**config.mk**
```make
export PLATFORM = sky130hd
export DESIGN_NAME = turn_sequencer_slave
export DESIGN_NICKNAME = d
export VERILOG_FILES = /design/src/rtl/turn_sequencer_slave.sv
export SDC_FILE = /design/constraint.sdc
export NUM_CORES = 1
export LEC_CHECK = 0
export ABC_AREA = 1
export CORE_MARGIN = 3
export CORE_UTILIZATION = 44
export CTS_BUF_LIST = sky130_fd_sc_hd__clkbuf_16
export CTS_CLUSTER_DIAMETER = 100
export CTS_CLUSTER_SIZE = 28
export DETAILED_ROUTE_END_ITERATION = 12
export PLACE_DENSITY = 0.79
export RECOVER_POWER = 25
export SETUP_SLACK_MARGIN = 0.5
export SYNTH_ARGS = -nofsm -noshare
export SYNTH_HDL_FRONTEND = slang
export SYNTH_SLANG_ARGS = --single-unit
```
**constraint.sdc**
```tcl
create_clock -name clk -period 5.4 [get_ports clk]
set_clock_uncertainty 0.05 [all_clocks]
set_input_delay 1.08 -clock clk [delete_from_list [all_inputs] [get_ports clk]]
set_output_delay 1.08 -clock clk [all_outputs]
set_load 0.05 [all_outputs]
```
**src/rtl/turn_sequencer_slave.sv**
```systemverilog
// Slave-board game sequencer: alternates P1 (remote) and P2 (local) turns,
// scores the 5x5 circle map after every guess and reports results over the link.
module turn_sequencer_slave #(
   parameter int WIN_LINES = 5,
   parameter bit P1_FIRST  = 1'b1
) (
   input  logic        clk,
   input  logic        rst,
   input  logic        interboard_rst,
   input  logic        start_game,
   input  logic        interboard_en,
   input  logic [2:0]  interboard_msg_type,
   input  logic        guess_done,
   input  logic [4:0]  guess_number,
   input  logic [24:0] circle,
   output logic [3:0]  cur_game_state,
   output logic        start_guess,
   output logic        clear_guess,
   output logic        tx_en,
   output logic [2:0]  tx_msg_type,
   output logic [4:0]  tx_number,
   output logic [3:0]  line_count,
   output logic [4:0]  turn_count,
   output logic [1:0]  game_result
);

   localparam logic [2:0] MSG_SEL_NUM   = 3'd1;
   localparam logic [2:0] MSG_STATE_WIN = 3'd4;
   localparam logic [3:0] WIN_LINES_L   = 4'(WIN_LINES);

   // GAME_DECIDE is the internal second half of the scoring step; it is
   // reported as GAME_CHECK so external state codes stay as published.
   typedef enum logic [3:0] {
      GAME_IDLE          = 4'd0,
      GAME_INIT          = 4'd1,
      GAME_WAIT_P1_GUESS = 4'd2,
      GAME_P2_GUESS      = 4'd3,
      GAME_DECIDE        = 4'd4,
      GAME_CHECK         = 4'd5,
      GAME_WIN           = 4'd6,
      GAME_LOSE          = 4'd7,
      GAME_DRAW          = 4'd8
   } game_state_t;

   game_state_t state;
   logic        p2_last;

   function automatic logic [3:0] count_lines(input logic [24:0] c);
      logic [3:0] n;
      logic       row_full;
      logic       col_full;
      logic       diag_main;
      logic       diag_anti;
      n         = 4'd0;
      diag_main = 1'b1;
      diag_anti = 1'b1;
      for (int i = 0; i < 5; i++) begin
         row_full = 1'b1;
         col_full = 1'b1;
         for (int j = 0; j < 5; j++) begin
            row_full = row_full & c[i*5+j];
            col_full = col_full & c[j*5+i];
         end
         n         = n + {3'd0, row_full} + {3'd0, col_full};
         diag_main = diag_main & c[i*6];
         diag_anti = diag_anti & c[i*4+4];
      end
      n = n + {3'd0, diag_main} + {3'd0, diag_anti};
      return n;
   endfunction

   // Pulse outputs default low every cycle; each transition raises what it needs.
   always_ff @(posedge clk) begin
      if (rst || interboard_rst) begin
         state          <= GAME_IDLE;
         cur_game_state <= GAME_IDLE;
         p2_last        <= 1'b0;
         start_guess    <= 1'b0;
         clear_guess    <= 1'b0;
         tx_en          <= 1'b0;
         tx_msg_type    <= 3'd0;
         tx_number      <= 5'd0;
         line_count     <= 4'd0;
         turn_count     <= 5'd0;
         game_result    <= 2'd0;
      end else begin
         start_guess <= 1'b0;
         clear_guess <= 1'b0;
         tx_en       <= 1'b0;
         tx_msg_type <= 3'd0;
         tx_number   <= 5'd0;
         case (state)
            GAME_IDLE: begin
               if (start_game) begin
                  state          <= GAME_INIT;
                  cur_game_state <= GAME_INIT;
                  clear_guess    <= 1'b1;
               end
            end
            GAME_INIT: begin
               turn_count  <= 5'd0;
               line_count  <= 4'd0;
               game_result <= 2'd0;
               start_guess <= 1'b1;
               if (P1_FIRST) begin
                  state          <= GAME_WAIT_P1_GUESS;
                  cur_game_state <= GAME_WAIT_P1_GUESS;
               end else begin
                  state          <= GAME_P2_GUESS;
                  cur_game_state <= GAME_P2_GUESS;
               end
            end
            GAME_WAIT_P1_GUESS: begin
               if (interboard_en && interboard_msg_type == MSG_STATE_WIN) begin
                  state          <= GAME_LOSE;
                  cur_game_state <= GAME_LOSE;
                  game_result    <= 2'd2;
               end else if (guess_done) begin
                  state          <= GAME_CHECK;
                  cur_game_state <= GAME_CHECK;
                  p2_last        <= 1'b0;
               end
            end
            GAME_P2_GUESS: begin
               if (guess_done) begin
                  state          <= GAME_CHECK;
                  cur_game_state <= GAME_CHECK;
                  p2_last        <= 1'b1;
                  tx_en          <= 1'b1;
                  tx_msg_type    <= MSG_SEL_NUM;
                  tx_number      <= guess_number;
               end
            end
            GAME_CHECK: begin
               line_count     <= count_lines(circle);
               turn_count     <= turn_count + 5'd1;
               state          <= GAME_DECIDE;
               cur_game_state <= GAME_CHECK;
            end
            // Decision uses the freshly registered line and turn counts.
            GAME_DECIDE: begin
               if (line_count >= WIN_LINES_L) begin
                  state          <= GAME_WIN;
                  cur_game_state <= GAME_WIN;
                  game_result    <= 2'd1;
                  tx_en          <= 1'b1;
                  tx_msg_type    <= MSG_STATE_WIN;
               end else if (turn_count == 5'd25) begin
                  state          <= GAME_DRAW;
                  cur_game_state <= GAME_DRAW;
                  game_result    <= 2'd3;
               end else if (p2_last) begin
                  state          <= GAME_WAIT_P1_GUESS;
                  cur_game_state <= GAME_WAIT_P1_GUESS;
                  start_guess    <= 1'b1;
               end else begin
                  state          <= GAME_P2_GUESS;
                  cur_game_state <= GAME_P2_GUESS;
                  start_guess    <= 1'b1;
               end
            end
            GAME_WIN, GAME_LOSE, GAME_DRAW: begin
               if (start_game) begin
                  state          <= GAME_INIT;
                  cur_game_state <= GAME_INIT;
                  clear_guess    <= 1'b1;
               end
            end
            default: begin
               state          <= GAME_IDLE;
               cur_game_state <= GAME_IDLE;
            end
         endcase
      end
   end

endmodule

```
Word level (Yosys, flattened, before mapping)
Cells that the tools add are included.
{"block": "totals", "ff_bits": 31, "out_inout_bits": 26, "word_cells": 132}
{"block": "classes", "add_sub_neg": 12, "magnitude_cmp": 1, "eq_ne": 16, "n_mux": 30, "n_bitwise": 51, "n_reduce_logical": 11}
{"op": "1-bit AND", "count": 48}
{"op": "4-bit case mux with 6 select lines", "count": 2}
{"op": "4-bit by 1-bit adder with 4-bit output", "count": 8}
{"op": "4-bit 2-to-1 mux", "count": 7}
{"op": "4-bit by 3-bit equality test with 1-bit output (second input constant)", "count": 4}
{"op": "1-bit 2-to-1 mux", "count": 10}
{"op": "5-bit case mux with 2 select lines", "count": 1}
{"op": "4-bit by 2-bit equality test with 1-bit output (second input constant)", "count": 2}
{"op": "2-bit != test (second input constant)", "count": 4}
{"op": "4-bit case mux with 2 select lines", "count": 1}
{"op": "2-bit 2-to-1 mux", "count": 3}
{"op": "1-bit case mux with 2 select lines", "count": 3}
{"op": "2-bit case mux with 3 select lines", "count": 1}
{"op": "3-bit case mux with 2 select lines", "count": 1}
{"op": "5-bit by 1-bit adder with 5-bit output (second input constant)", "count": 1}
{"op": "5-bit equality test (second input constant)", "count": 1}
{"op": "3-bit by 1-bit adder with 4-bit output", "count": 1}
{"op": "4-bit by 1-bit equality test with 1-bit output (second input constant)", "count": 1}
{"op": "4-bit equality test (second input constant)", "count": 1}
{"op": "4-bit by 3-bit greater-or-equal comparator with 1-bit output (second input constant)", "count": 1}
{"op": "4-bit logical NOT", "count": 1}
{"op": "4-bit AND reduction", "count": 1}
{"op": "2-bit nonzero test", "count": 2}
{"op": "4-bit OR reduction", "count": 1}
{"op": "other kinds (13)", "count": 15}

Logic depth before layout (Yosys ltp)
Gate-level depths: netlist (run 1).
{"block": "depth", "ltp_word": 16, "ltp_mapped": 13, "mapped_depth_nobuf": 13}

Worst setup path after synthesis (run 1)
OpenSTA, ideal clock, no wires.
{"block": "synth_path", "path_kind": "input to register", "from": "in circle[4]", "to": "reg line_count[2]", "setup_ns": 0.132, "t_arrival_ns": 4.225, "required_time_ns": 5.218, "slack_ns": 0.993, "path_stages": 12, "n_path_buf": 0, "path_cell_list": "nand3_1 nand3b_1 fa_1 fa_1 fa_1 fa_1 inv_1 ha_1 fa_1 xor2_1 nand2_1 a21oi_1"}
{"block": "synth_via", "elab_chain_cells": 13, "elab_cells_between_ends": 21, "classes_between": "add/sub (11); mux (1); bitwise (9)"}
{"element": "start, declared", "line_no": "15", "text": "input logic [24:0] circle,"}
{"element": "1-bit AND", "line_no": "61", "text": "row_full = row_full & c[i*5+j];"}
{"element": "1-bit by 1-bit adder with 2-bit output", "line_no": "64", "text": "n = n + {3'd0, row_full} + {3'd0, col_full};"}
{"element": "2-bit by 1-bit adder with 3-bit output", "line_no": "64"}
{"element": "3-bit by 1-bit adder with 4-bit output", "line_no": "64"}
{"element": "4-bit by 1-bit adder with 4-bit output (6 in series)", "line_no": "64"}
{"element": "4-bit by 1-bit adder with 4-bit output", "line_no": "68", "text": "n = n + {3'd0, diag_main} + {3'd0, diag_anti};"}
{"element": "4-bit by 1-bit adder with 4-bit output *", "line_no": "68"}
{"element": "4-bit case mux with 2 select lines *", "line_no": "92", "text": "case (state)"}
{"element": "end signal, assigned", "line_no": "135", "text": "line_count <= count_lines(circle);"}
{"element": "end, declared", "line_no": "22", "text": "output logic [3:0] line_count,"}
Mark *: on every way between the ends. The rest lies on a longest branch, timed or not.
A chain may end at the register's enable or synchronous reset.

Worst setup path in the final report (run 1)
{"block": "layout_path", "from": "in circle[7]", "to": "reg line_count[2]"}
{"block": "layout_via", "elab_chain_cells": 14, "elab_cells_between_ends": 18, "classes_between": "add/sub (10); mux (1); bitwise (7)"}
{"element": "1-bit AND (3 in series)", "line_no": "61"}
{"element": "2-bit by 1-bit adder with 3-bit output", "line_no": "64"}
{"element": "3-bit by 1-bit adder with 4-bit output", "line_no": "64"}
{"element": "4-bit by 1-bit adder with 4-bit output", "line_no": "64"}
{"element": "4-bit by 1-bit adder with 4-bit output * (5 in series)", "line_no": "64"}
{"element": "4-bit by 1-bit adder with 4-bit output * (2 in series)", "line_no": "68"}
{"element": "4-bit case mux with 2 select lines *", "line_no": "92"}
Marks and branches as above.

==> impl_metrics.json, run 1 <==
{
  "floorplan.initialDensity_pct": 47.0,
  "crit_type": "primary input to flop",
  "cell_row_count": 22,
  "synth-warning-count": 0,
  "synth_ff_type": "sky130_fd_sc_hd__dfxtp_1",
  "port_buffers": 63,
  "p_per_area_mw_per_mm2": 218,
  "slew_headroom_pct": 55.0,
  "drt-vias-per-instance": 5.01,
  "fraction_of_final_layout_cells_sized_beyond_drive_strength_1_pct": 6.90,
  "io_pins": 65,
  "post_cts.resized_instances": 0,
  "clk_latency_ns": 0.27,
  "combinationalPowerShare_pct": 14.3,
  "core_area_mm2": 0.00377,
  "synth-edff-count": 0,
  "synth.top_cells.by_count": "sky130_fd_sc_hd__nand2_1 (56), sky130_fd_sc_hd__inv_1 (34), sky130_fd_sc_hd__dfxtp_1 (30), sky130_fd_sc_hd__nand3_1 (29), sky130_fd_sc_hd__nor2_1 (26)",
  "grt_max_degree": 23,
  "share_seq_of_total_power_pct": 40.3,
  "yosysTopAreaCell": "sky130_fd_sc_hd__dfxtp_1",
  "post_synth_arst_share_pct": 0,
  "critPathMostFrequentCell": "sky130_fd_sc_hd__fa_1",
  "layout-area-overhead-vs-synth_pct": 45.4,
  "cts_made_buffers": 5,
  "grt_pass1_vias": 1831,
  "die_height_um": 69.5,
  "maxCapViolCount": 0,
  "netlist_instances": 251,
  "worst-endpoint-required_ns": 5.47,
  "antenna_violations_before_repair": 0,
  "grt_util_all_layers_pct": 20.5,
  "rr_worst_depth": 10,
  "area_of_the_mapped_netlist_mm2": 0.00177,
  "route.final.wire_length_um": 4610,
  "power.share.clock_pct": 45.4,
  "dp_hpwl_um": 3740,
  "worst_hold_path.num_cells": 2,
  "clock-sinks": 30,
  "startpoint_class_of_the_critical_path": "primary input",
  "finalSetupViolations": 0,
  "cellInternalPower_uw": 429,
  "crit_arrival_ns": 4.82,
  "htree_num_levels": 2,
  "average_wire_per_standard_cell_um": 12.5,
  "antenna_cells": 0,
  "critical_path_buf_inv_count": 2,
  "critical_path_peak_fanout": 2,
  "swShare_pct": 23.5,
  "firstDrtPassIters": 4,
  "wire_length_of_the_first_global_routing_pass_um": 8070,
  "layout.area.seq_um2": 601,
  "proportion_of_synthesized_chip_area_in_sequential_cells_pct": 33.9,
  "cp-end-kind": "flop",
  "finalWorstPathRequiredPeriod_ns": 4.74,
  "synth_seq_cells": 30,
  "detail_route.drc_violations": 0,
  "synth_top_cells_by_area": "sky130_fd_sc_hd__dfxtp_1 (34%), sky130_fd_sc_hd__nand2_1 (12%), sky130_fd_sc_hd__nand3_1 (8.2%)",
  "gpl.final_weighted_congestion": 0.887,
  "net-switching-power_uw": 132,
  "cts.root.buffer_cell": "sky130_fd_sc_hd__clkbuf_16",
  "synth_cell_type_count": 24,
  "rsz0062_at_grt": "true",
  "clockBufferDepth": 2,
  "critical_path.cell_chain": "clkdlybuf4s50_1 > nand2_1 > nor2_1 > nand3_1 > fa_1 > fa_1 > fa_1 > fa_1 > inv_1 > ha_1 > fa_1 > xor2_1 > nand2_1 > a21oi_1",
  "smallest_hold_slack_ns": 0.418,
  "postCtsSetupRepairBufs": 0,
  "num_vias": 1837,
  "crit_cells": 14,
  "report.final.hold_viol_count": 0,
  "power.ir.vdd_worst_mv": 0.288,
  "max_freq_ghz": 0.211,
  "dr.first_iter.drc_count": 135,
  "post_synth.cell_area_avg_um2": 7.06,
  "cpMaxStageDelayCell": "sky130_fd_sc_hd__fa_1",
  "timing.critical_path.slowest_cell_delay_ns": 0.58,
  "dieWidth_um": 69.5,
  "tritoncts": "done",
  "post_layout_net_count": 370,
  "hold_path.class": "flop to flop",
  "ctsHoldBuffers": 0,
  "grt_overflow_total": 0,
  "synth.top_cell.area_share_pct": 33.9,
  "layout_worst_path_cycle_share_pct": 87.8,
  "post-synth-top-count-cell": "sky130_fd_sc_hd__nand2_1",
  "worst_slew_pin_slew_ns": 0.674,
  "die_area_mm2": 0.00483,
  "slew_violations": 0,
  "power.leakage_uw": 0.00106,
  "final.fill_count": 327,
  "syn_nets": 303,
  "status": "complete, no violations",
  "cp_top_family": "adder cells",
  "ant_nets": 0,
  "cts.reportedPaths.clkPinSlew_ns": 0.04,
  "multiInputGateArea_mm2": 0.00100,
  "final.setup.tns_ns": 0
}
## cell families (layout without fill, tap and decap cells)
kind of cell	Yosys count	in the layout	synth area share, %
flip-flops	30	30	33.9
other	1	1	0.212
AND/OR/NAND/NOR	132	132	34.4
adder cells (fa/ha/maj)	13	13	12.1
XOR/XNOR	1	1	0.494
AO/OA/AOI/OAI	32	32	9.81
buffers and inverters	42	110	9.10
## cell type report
cell class,instances,share of cell area (%)
clock inverters,3,0.485
inverters,39,5.68
well taps,48,2.33
repair buffers,63,24.5
flip-flops and latches,30,23.3
multi-input cells,179,38.9
clock buffers,5,4.85
## layer usage
layer / GRT usage [%] / wire length (um)
met5: 0 / 0
met1: 26.3 / 2020
met2: 32.6 / 2220
met3: 6.23 / 316
met4: 7.38 / 52
## worst register-to-register path: stages (launching register included)
cell and delay (ns):
sky130_fd_sc_hd__dfxtp_1 0.41, sky130_fd_sc_hd__inv_1 0.07, sky130_fd_sc_hd__ha_1 0.18, sky130_fd_sc_hd__nand2_1 0.06, sky130_fd_sc_hd__nor2_1 0.06, sky130_fd_sc_hd__nor2_2 0.14
sky130_fd_sc_hd__nand2_2 0.08, sky130_fd_sc_hd__nand3_1 0.14, sky130_fd_sc_hd__nand2_1 0.07, sky130_fd_sc_hd__nand2_1 0.06, sky130_fd_sc_hd__nor2_1 0.04
## registers in the layout, summed over array words and instances (netlist names)
name	flops
turn_count	5
cur_game_state	4
state	4
start_guess	1
line_count	4
game_result	2
tx_number	5
clear_guess	1
tx_msg_type	2
tx_en	1
p2_last	1
## path summary, 6_finish.rpt
| path | slack [ns] | to | from |
|---|---|---|---|
| min reg2reg | 0.42 | cur_game_state[3] | cur_game_state[3] |
| min | 0.42 | cur_game_state[3] | cur_game_state[3] |
| max | 0.66 | line_count[2] | circle[7] |
| max reg2reg | 3.93 | game_result[1] | turn_count[1] |
## power by group through the flow
stage | Combinational [uW] | Sequential, uW | Clock (uW)
after floorplan | 33.3 | 236 | 0
after global placement | 79.6 | 231 | 0
after detailed placement | 79.8 | 231 | 0
after CTS | 80.5 | 226 | 259
after global routing | 88.3 | 226 | 271
final | 80.0 | 226 | 255
## layout by cell type (no fill, tap or decap)
master / netlist / routed
sky130_fd_sc_hd__clkdlybuf4s50_1: 0 / 62
sky130_fd_sc_hd__nand2_1: 56 / 56
sky130_fd_sc_hd__inv_1: 34 / 35
sky130_fd_sc_hd__nand3_1: 29 / 30
sky130_fd_sc_hd__dfxtp_1: 30 / 30
sky130_fd_sc_hd__nor2_1: 26 / 27
sky130_fd_sc_hd__a21oi_1: 17 / 17
sky130_fd_sc_hd__o21ai_0: 9 / 9
sky130_fd_sc_hd__nand3b_1: 7 / 7
sky130_fd_sc_hd__fa_1: 7 / 7
sky130_fd_sc_hd__ha_1: 6 / 6
sky130_fd_sc_hd__inv_2: 5 / 5
sky130_fd_sc_hd__clkbuf_16: 0 / 5
sky130_fd_sc_hd__nand2_2: 4 / 4
sky130_fd_sc_hd__nor2_2: 5 / 4
sky130_fd_sc_hd__a221oi_1: 3 / 3
sky130_fd_sc_hd__nor2_4: 2 / 2
sky130_fd_sc_hd__a31oi_1: 2 / 2
sky130_fd_sc_hd__o21ai_1: 1 / 1
sky130_fd_sc_hd__or2_0: 1 / 1
sky130_fd_sc_hd__xor2_1: 1 / 1
sky130_fd_sc_hd__and2_4: 1 / 1
sky130_fd_sc_hd__conb_1: 1 / 1
sky130_fd_sc_hd__clkinv_1: 0 / 1
sky130_fd_sc_hd__clkinv_2: 0 / 1
sky130_fd_sc_hd__dlygate4sd3_1: 0 / 1
## through the flow
step           utilization (%)  cells  power (uW)  setup slack (ns)  area, um2
3_3_place_gp              64.9    359         310             0.362       2450
5_1_grt                   68.4    367         585             0.475       2580
6_report                  68.4    367         561             0.659       2580
2_1_floorplan                -    251         269             0.993       1770
3_5_place_dp              64.9    359         310             0.325       2450
4_1_cts                   68.6    367         566             0.596       2590
Power figures use the tool's default switching activity.
==> run 2: changes to the inputs <==
Settings changed: PLACE_DENSITY 0.79 to 0.8.
==> run 2 against run 1 <==
Sequential cell count unchanged. Sequential power hardly changed. Maximum frequency shrank 0.15%. Critical path type unchanged. Highest routed layer unchanged.
==> impl_metrics.json, run 2 (synthesis results as in run 1) <==
{
  "startpoint_class_of_the_critical_path": "primary input",
  "dieWidth_um": 69.5,
  "rsz0062_at_grt": "false",
  "smallest_hold_slack_ns": 0.420,
  "critical_path.cell_chain": "clkdlybuf4s50_1 > nand3_1 > nand3b_1 > fa_1 > fa_1 > fa_1 > fa_1 > inv_1 > ha_1 > fa_1 > xor2_1 > nand2_1 > a21oi_1",
  "dp_hpwl_um": 3580,
  "worst_hold_path.num_cells": 2,
  "layout-area-overhead-vs-synth_pct": 45.7,
  "ant_nets": 0,
  "rr_startpoint": "turn_count[0]",
  "port_buffers": 63,
  "finalSetupViolations": 0,
  "detail_route.drc_violations": 0,
  "antenna_violations_before_repair": 0,
  "reg_to_reg_setup_timing_slack_ns": 3.89,
  "dpl_worst_slack_ns": 0.349,
  "status": "complete, no violations",
  "p_per_area_mw_per_mm2": 221,
  "clk_latency_ns": 0.27,
  "slew_headroom_pct": 51.9,
  "crit_arrival_ns": 4.82,
  "critical_path_peak_fanout": 3,
  "grt_util_all_layers_pct": 19.5,
  "final.setup.tns_ns": 0,
  "numPlacedInstances": 359,
  "max_freq_ghz": 0.211,
  "dr.first_iter.drc_count": 146,
  "hold_path.class": "flop to flop",
  "cell_row_count": 22,
  "worst_hold_end": "cur_game_state[3]",
  "maxCapViolCount": 0,
  "tritoncts": "done",
  "grt_overflow_total": 0,
  "num_vias": 1784,
  "drt-vias-per-instance": 4.86,
  "die_area_mm2": 0.00483,
  "cts.root.buffer_cell": "sky130_fd_sc_hd__clkbuf_16",
  "ctsHoldBuffers": 0,
  "htree_num_levels": 2,
  "grt_pass1_vias": 1698,
  "layout_worst_path_cycle_share_pct": 87.9,
  "final.fill_count": 312,
  "slew_violations": 0,
  "drt-met1-wl_um": 2090,
  "detailroute.wirelength.met3_um": 270,
  "clockBufferDepth": 2,
  "route.final.wire_length_um": 4500,
  "firstDrtPassIters": 5,
  "fin_cells": 367,
  "worst_hold_startpoint": "cur_game_state[3]",
  "grt_max_degree": 23,
  "report.final.hold_viol_count": 0,
  "startpoint": "circle[8]",
  "power.leakage_uw": 0.00106,
  "mostFrequentLayoutCell": "sky130_fd_sc_hd__clkdlybuf4s50_1",
  "power.ir.vdd_worst_mv": 0.196,
  "most-common-layout-cells": "sky130_fd_sc_hd__clkdlybuf4s50_1 (62), sky130_fd_sc_hd__nand2_1 (56), sky130_fd_sc_hd__inv_1 (34)",
  "core_area_mm2": 0.00377,
  "timing.critical_path.slowest_cell_delay_ns": 0.57,
  "antenna_cells": 0,
  "post_layout_net_count": 370,
  "wl_met2_um": 2080,
  "gpl.final_weighted_congestion": 0.883,
  "highest_layer": "met4",
  "fin_ws_ns": 0.652,
  "rr_worst_depth": 8,
  "fraction_of_final_layout_cells_sized_beyond_drive_strength_1_pct": 7.21,
  "layout_top_registers": "turn_count: 5 flops, tx_number: 5 flops",
  "cts_made_buffers": 5,
  "worst_slew_pin_slew_ns": 0.720,
  "finalWorstPathRequiredPeriod_ns": 4.75,
  "critPathMostFrequentCell": "sky130_fd_sc_hd__fa_1",
  "floorplan.initialDensity_pct": 47.0,
  "io_pins": 65,
  "cts.reportedPaths.clkPinSlew_ns": 0.05,
  "wire_length_of_the_first_global_routing_pass_um": 7600,
  "average_wire_per_standard_cell_um": 12.3,
  "crit_type": "primary input to flop",
  "worst-endpoint-required_ns": 5.48,
  "endpoint_of_the_worst_slack_reg_to_reg_timing_path": "game_result[1]",
  "cp-end-kind": "flop",
  "cpMaxStageDelayCell": "sky130_fd_sc_hd__fa_1",
  "clock-sinks": 30,
  "die_height_um": 69.5
}
==> run 2: cell count changes in the layout (fill, tap and decap cells not counted) <==
cell and change:
sky130_fd_sc_hd__clkinvlp_4 +1, sky130_fd_sc_hd__inv_1 -1
==> run 2: routing by layer <==
metal,vias to the layer above,track usage (%)
met3,9,4.93
met4,0,6.94
met5,-,0
met2,52,29.9
met1,790,26.4
li1,933,-
==> run 2: critical path: cells and delay by family <==
kind / cells / cell delay (ns)
adders and majority gates: 6 / 2.66
buffers and inverters: 2 / 0.55
and+or+nand+nor: 3 / 0.33
xor gates and xnor gates: 1 / 0.15
AOI/OAI and AO/OA: 1 / 0.05
==> run 2: metrics by stage <==
step | total power (uW) | area (um2) | util, %
CTS | 574 | 2590 | 68.7
detailed placement | 310 | 2450 | 64.9
finish | 570 | 2580 | 68.5
floorplan | 269 | 1770 | -
global placement | 310 | 2450 | 64.9
global route | 591 | 2580 | 68.5
==> run 2: timing repair <==
| action | 4_1_cts | 5_1_grt |
|---|---|---|
| setup buffers | 0 | 0 |
| setup endpoints to repair | 0 | 1 |
| resized for setup | 0 | 0 |
==> run 2: worst max-delay path by stage <==
stage	endpoint	slack, ns	depth (start not counted)
final	line_count[2]	0.65	13
after global routing	line_count[2]	0.51	13
after CTS	line_count[2]	0.60	13
after detailed placement	line_count[2]	0.35	13
after global placement	line_count[2]	0.36	13
after floorplan	line_count[2]	0.99	12
==> run 2: cell type report <==
class | count | area, um2 | area share, %
Sequential cell | 30 | 601 | 23.3
Timing Repair Buffer | 63 | 631 | 24.4
Inverter | 39 | 146 | 5.67
Clock inverter | 3 | 16.3 | 0.630
Multi-Input combinational cell | 179 | 1000 | 38.9
Tap cell | 48 | 60.1 | 2.33
Clock buffer | 5 | 125 | 4.84
==> run 2: power breakdown <==
| group | internal [uW] | switching [uW] |
|---|---|---|
| Combinational | 39.3 | 40.5 |
| Clock | 168 | 96.7 |
| Sequential | 224 | 1.99 |
| Total | 431 | 139 |
